$ cat config.mk
export PLATFORM = sky130hd
export DESIGN_NAME = restoring_divider_32
export DESIGN_NICKNAME = d
export VERILOG_FILES = /design/src/rtl/div_pkg.sv /design/src/rtl/full_subtractor_32.sv /design/src/rtl/restoring_divider_32.sv
export SDC_FILE = /design/constraint.sdc
export NUM_CORES = 1
export LEC_CHECK = 0
export CORE_MARGIN = 3
export CORE_UTILIZATION = 33
export CTS_CLUSTER_DIAMETER = 40
export DETAILED_ROUTE_END_ITERATION = 7
export GPL_TIMING_DRIVEN = 0
export REMOVE_ABC_BUFFERS = 1
export SLEW_MARGIN = 20
export SYNTH_ARGS = -nofsm -noshare
export SYNTH_HDL_FRONTEND = slang
export SYNTH_SLANG_ARGS = --single-unit
$ cat constraint.sdc
create_clock -name clk -period 21.4 [get_ports clk]
set_input_delay 4.28 -clock clk [delete_from_list [all_inputs] [get_ports clk]]
set_output_delay 4.28 -clock clk [all_outputs]
set_load 0.005 [all_outputs]
$ cat src/rtl/div_pkg.sv
// Shared types and constants for the restoring divider.
package div_pkg;

  localparam int unsigned DIV_WIDTH     = 32;
  localparam logic [4:0]  DIV_ITER_LAST = 5'd31;
  localparam logic [31:0] DIV_ZERO_QUOT = 32'hFFFF_FFFF;

  typedef enum logic [1:0] {
    IDLE,
    CALC,
    DONE
  } div_state_t;

endpackage

$ cat src/rtl/full_subtractor_32.sv
// 32-bit ripple-borrow subtractor: d = x - y - bin, bout = borrow out of the MSB.
module full_subtractor_32
  import div_pkg::*;
(
  input  logic [DIV_WIDTH-1:0] x,
  input  logic [DIV_WIDTH-1:0] y,
  input  logic                 bin,
  output logic [DIV_WIDTH-1:0] d,
  output logic                 bout
);

  // Bit-serial borrow chain built from one-bit full subtractors.
  always_comb begin
    logic brw;
    brw = bin;
    d   = '0;
    for (int i = 0; i < DIV_WIDTH; i++) begin
      d[i] = x[i] ^ y[i] ^ brw;
      brw  = (~x[i] & y[i]) | (~(x[i] ^ y[i]) & brw);
    end
    bout = brw;
  end

endmodule

$ cat src/rtl/restoring_divider_32.sv
// Sequential 32-bit unsigned restoring divider, one quotient bit per clock.
module restoring_divider_32
  import div_pkg::*;
#(
  parameter int unsigned WIDTH = DIV_WIDTH
) (
  input  logic             clk,
  input  logic             rst_n,
  input  logic             start,
  input  logic [WIDTH-1:0] dividend,
  input  logic [WIDTH-1:0] divisor,
  output logic             busy,
  output logic             done,
  output logic [WIDTH-1:0] quotient,
  output logic [WIDTH-1:0] remainder,
  output logic             div_by_zero
);

  div_state_t       state_q, state_d;
  logic [4:0]       cnt_q, cnt_d;
  logic [WIDTH-1:0] q_q, q_d;
  logic [WIDTH-1:0] r_q, r_d;
  logic [WIDTH-1:0] dvs_q, dvs_d;
  logic [WIDTH-1:0] quot_q, quot_d;
  logic [WIDTH-1:0] rem_q, rem_d;
  logic             dbz_q, dbz_d;

  logic [WIDTH-1:0] shifted;
  logic [WIDTH-1:0] diff;
  logic             ovf;
  logic             borrow;
  logic             success;
  logic [WIDTH-1:0] iter_q;
  logic [WIDTH-1:0] iter_r;

  // Shifted partial remainder; ovf is the 33rd bit, which guarantees S >= D when set.
  assign shifted = {r_q[WIDTH-2:0], q_q[WIDTH-1]};
  assign ovf     = r_q[WIDTH-1];
  assign success = ovf | ~borrow;
  assign iter_r  = success ? diff : shifted;
  assign iter_q  = {q_q[WIDTH-2:0], success};

  full_subtractor_32 u_sub (
    .x    (shifted),
    .y    (dvs_q),
    .bin  (1'b0),
    .d    (diff),
    .bout (borrow)
  );

  // Next-state logic for the FSM and datapath registers.
  always_comb begin
    state_d = state_q;
    cnt_d   = cnt_q;
    q_d     = q_q;
    r_d     = r_q;
    dvs_d   = dvs_q;
    quot_d  = quot_q;
    rem_d   = rem_q;
    dbz_d   = dbz_q;
    unique case (state_q)
      IDLE: begin
        if (start) begin
          q_d    = dividend;
          r_d    = '0;
          dvs_d  = divisor;
          cnt_d  = '0;
          quot_d = '0;
          rem_d  = '0;
          dbz_d  = 1'b0;
          if (divisor == '0) begin
            state_d = DONE;
            quot_d  = DIV_ZERO_QUOT;
            rem_d   = dividend;
            dbz_d   = 1'b1;
          end else begin
            state_d = CALC;
          end
        end
      end
      CALC: begin
        q_d   = iter_q;
        r_d   = iter_r;
        cnt_d = cnt_q + 5'd1;
        if (cnt_q == DIV_ITER_LAST) begin
          state_d = DONE;
          quot_d  = iter_q;
          rem_d   = iter_r;
        end
      end
      DONE:    state_d = IDLE;
      default: state_d = IDLE;
    endcase
  end

  // State and datapath registers with synchronous active-low reset.
  always_ff @(posedge clk) begin
    if (!rst_n) begin
      state_q <= IDLE;
      cnt_q   <= '0;
      q_q     <= '0;
      r_q     <= '0;
      dvs_q   <= '0;
      quot_q  <= '0;
      rem_q   <= '0;
      dbz_q   <= 1'b0;
    end else begin
      state_q <= state_d;
      cnt_q   <= cnt_d;
      q_q     <= q_d;
      r_q     <= r_d;
      dvs_q   <= dvs_d;
      quot_q  <= quot_d;
      rem_q   <= rem_d;
      dbz_q   <= dbz_d;
    end
  end

  assign busy        = (state_q != IDLE);
  assign done        = (state_q == DONE);
  assign quotient    = quot_q;
  assign remainder   = rem_q;
  assign div_by_zero = dbz_q;

endmodule

==> results of run 1 <==
-- worst max-delay path: cells and delay by family, from the launching register on --
kind | cells | cell delay, ns
buf+inv | 4 | 0.52
simple gates | 1 | 0.35
flops | 1 | 0.31
compound gates | 2 | 0.24
mux | 1 | 0.32
fa+ha+maj | 32 | 12.06
-- power breakdown --
part	internal [W]	switching (W)	leakage, nW
combinational	0.000214	0.000246	1.83
sequential	0.000343	0.0000248	1.37
clock	0.000179	0.000137	0.282
total	0.000737	0.000407	3.48
-- worst min path at each step --
| stage | start | to | slack (ns) | cells past startpoint |
|---|---|---|---|---|
| floorplan | cnt_q[3] | cnt_q[3] | 0.41 | 1 |
| detailed placement | cnt_q[3] | cnt_q[3] | 0.44 | 1 |
| finish | dvs_q[4] | dvs_q[4] | 0.45 | 2 |
| CTS | dvs_q[8] | dvs_q[8] | 0.46 | 2 |
| global route | dvs_q[28] | dvs_q[28] | 0.47 | 2 |
| global placement | cnt_q[3] | cnt_q[3] | 0.44 | 1 |
-- layout make-up --
| class | instances | area [µm²] |
|---|---|---|
| inverter | 35 | 131.4 |
| clock buffer | 19 | 452.9 |
| fill | 2400 | 13920 |
| timing repair buffer | 148 | 1652 |
| tap | 324 | 405.4 |
| multi-input combinational | 599 | 4395 |
| clock inverter | 13 | 143.9 |
| sequential | 168 | 3364 |
-- layout by cell type, fill, tap and decap left out, types with 3 or more instances in the layout --
cell type and n:
dfxtp_1 167, inv_6 3, a22oi_1 32, nor2_1 40
a21boi_1 32, buf_16 7, inv_1 35, nand2_1 131
clkinvlp_4 4, buf_8 5, and2_1 28, mux2i_1 29
o2bb2ai_1 64, o22ai_1 29, o21ai_0 3, clkdlybuf4s50_1 132
a21boi_0 38, o2111ai_1 32, clkbuf_16 17, o211ai_1 32
ha_1 3, a21oi_1 4, nand2_2 3, nand3_1 4
mux2_2 3, fa_1 31, or4_1 32, nor4_1 8
-- kinds of logic after synthesis --
kind of cell	synth area share [%]
mux	4.185
simple gates	15.03
flops	40.61
compound gates	25.22
buf+inv	7.010
fa+ha+maj	7.947
-- registers in the layout, indices dropped and copies added, names as in the netlist --
name,count
remainder,32
dvs_q,32
q_q,32
state_q,2
cnt_q,5
quotient,32
r_q,32
div_by_zero,1
-- through the flow --
| step | power [W] | hold slack [ns] | instances | area, µm² | setup WS, ns |
|---|---|---|---|---|---|
| after CTS | 0.001157 | 0.4569 | 1306 | 10550 | 7.384 |
| after floorplan | 0.0006894 | 0.4136 | 802 | 7833 | 7.655 |
| after global placement | 0.0008253 | 0.4383 | 1259 | 9569 | 6.323 |
| after global routing | 0.001221 | 0.4742 | 1306 | 10550 | 6.942 |
| final | 0.001144 | 0.4539 | 1306 | 10550 | 7.421 |
| after detailed placement | 0.0008396 | 0.4444 | 1274 | 9948 | 7.445 |
-- routing by layer --
layer | part of all wire, % | up-vias | wire [µm] | track usage [%]
met5 | 0 | - | 0 | 0
met4 | 0.96 | 0 | 226 | 3.584
met3 | 6.3 | 19 | 1479 | 4.916
met2 | 46 | 171 | 10840 | 28.07
met1 | 47 | 3317 | 11060 | 24.00
li1 | - | 3376 | - | -
==> results by group, run 1 <==
GRT
  • Largest net degree at the start of global routing: 132
  • Initial antenna violation count: 0
  • First-pass GRT wire length: 37.78 mm
  • Vias in the first global route: 6842
  • Grt ovf: 0
  • Total GRT Usage: 17.60%

Timing
  • Max-slew violations: 0
  • Least-Margin Pin Slew: 0.9359 ns
  • RSZ-0062 raised after global routing: false
  • Setup TNS: 0 ns
  • Min Tclk post-route: 13.98 ns
  • Setup-failing EPs final: 0
  • Final hold vios: 0
  • Fin crit share: 65.32%
  • Layout Skew: 0.01575 ns
  • Max Clk Rate: 0.07153 GHz
  • Slew margin rel.: 36.27%

Setup path
  • Type of destination of the critical path: register
  • Worst Path Max Fanout: 18
  • WS Path Type: register to register
  • Worst Setup SP: q_q[31]
  • FF-to-FF setup slack: 7.42 ns
  • CP endpoint: remainder[16]
  • Cell repeated most along the worst path: fa_1
  • Cells on worst reg2reg path: 40
  • RR Endpoint: remainder[16]
  • CP peak stage delay: 0.43 ns
  • Critical Path Start Type: register
  • Worst EP arrival: 14.27 ns
  • WP data required: 21.69 ns
  • Worst path slowest cell: fa_1
  • R2r startpoint: q_q[31]

Final layout
  • Fraction of layout cells with a size suffix above 1: 6.517%
  • Area grow syn2layout: 27.33%
  • Diode count: 0
  • Final Util: 43.11%
  • NumNets Final: 1070

Drt
  • Final ANT Viol Nets: 0
  • DRC: 0
  • Violation count after the first detailed-route iteration: 509
  • Via/cell ratio: 5.270
  • Drt wl/cell: 18.07 µm
  • DRT Pass-1 Iters: 5
  • Vias: 6883
  • DRT Wirelength: 23.60 mm

Floorplanning
  • Die Wd: 164.4 µm
  • Die Y: 164.4 µm
  • Row cnt: 57
  • I/O Pins: 134
  • Total core area: 24460 µm²
  • Die area: 27030 µm²
  • Initial Utilization: 33.86%

Clocking
  • Clock Latency Late Sink: 0.43 ns
  • CTS sink count: 168
  • Cts hold-fix bufs: 0
  • Max Root-Sink Buffers: 2
  • Setup bufs post-CTS: 0
  • Clk slew on worst S/H paths: 0.07 ns
  • Htree depth: 4
  • Num CTS Buffers: 17
  • Post-cts resize count: 0
  • CTS tree: done
  • Clock root buffer master: clkbuf_16

Logic synthesis
  • FF+latch count, synth: 168
  • Post-Synthesis Cells: 892
  • Synth top area share: 40.61%
  • Top post-synthesis cells by area: dfxtp_1, fa_1, o2bb2ai_1
  • Post-synthesis async set-or-reset flop share: 0%
  • Ys flop type: dfxtp_1
  • Top cells by count, synth: dfxtp_1, nand2_1, o2bb2ai_1
  • Count leader, synth: dfxtp_1
  • Total of warnings raised by yosys: 0
  • Netlist Area Pre-Place: 8282 µm²
  • EDFF count, synth: 0
  • Sequential-to-total area share from yosys stat: 40.61%
  • Biggest area consumer among synthesized cells: dfxtp_1
  • Netlist cell types: 36
  • Average size of a mapped cell: 9.284 µm²

Placed design
  • GP Congestion: 0.8107
  • Port buffer count: 133
  • Hpwl dp: 15.85 mm

Power
  • VDD IR max: 0.00007047 V
  • P_leak: 3.479 nW
  • Pwr dens: 108.5 nW/µm²

Min path
  • Worst min path class: register to register

Run status
  • Outcome: completed

Flow run
  • Max cap viols: 0
Note: power is estimated with default switching activity, not from simulation.
==> run 2, diff against run 1 <==
==> constraint.sdc (replaced) <==
create_clock -name clk -period 14.6 [get_ports clk]
set_input_delay 2.92 -clock clk [delete_from_list [all_inputs] [get_ports clk]]
set_output_delay 2.92 -clock clk [all_outputs]
set_load 0.005 [all_outputs]
==> results of run 2 <==
Same layout as run 1 (identical final DEF). Status: completed.
Among the figures that moved: setup slack after placement 7.445 ns -> 0.6454 ns; setup slack after layout 7.421 ns -> 0.6206 ns; register-to-register setup slack 7.42 ns -> 0.62 ns; total power 0.001144 W -> 0.001676 W; worst IR drop on VDD 0.00007047 V -> 0.0001033 V
==> run 3, diff against run 2 <==
==> constraint.sdc (replaced) <==
create_clock -name clk -period 14.6 [get_ports clk]
set_input_delay 1.46 -clock clk [delete_from_list [all_inputs] [get_ports clk]]
set_output_delay 1.46 -clock clk [all_outputs]
set_load 0.005 [all_outputs]
==> results of run 3 <==
Same layout as run 1 (identical final DEF). Status: completed.
Among the figures that moved: setup slack after placement 7.445 ns -> 0.6454 ns; setup slack after layout 7.421 ns -> 0.6206 ns; register-to-register setup slack 7.42 ns -> 0.62 ns; total power 0.001144 W -> 0.001676 W; worst IR drop on VDD 0.00007047 V -> 0.0001033 V
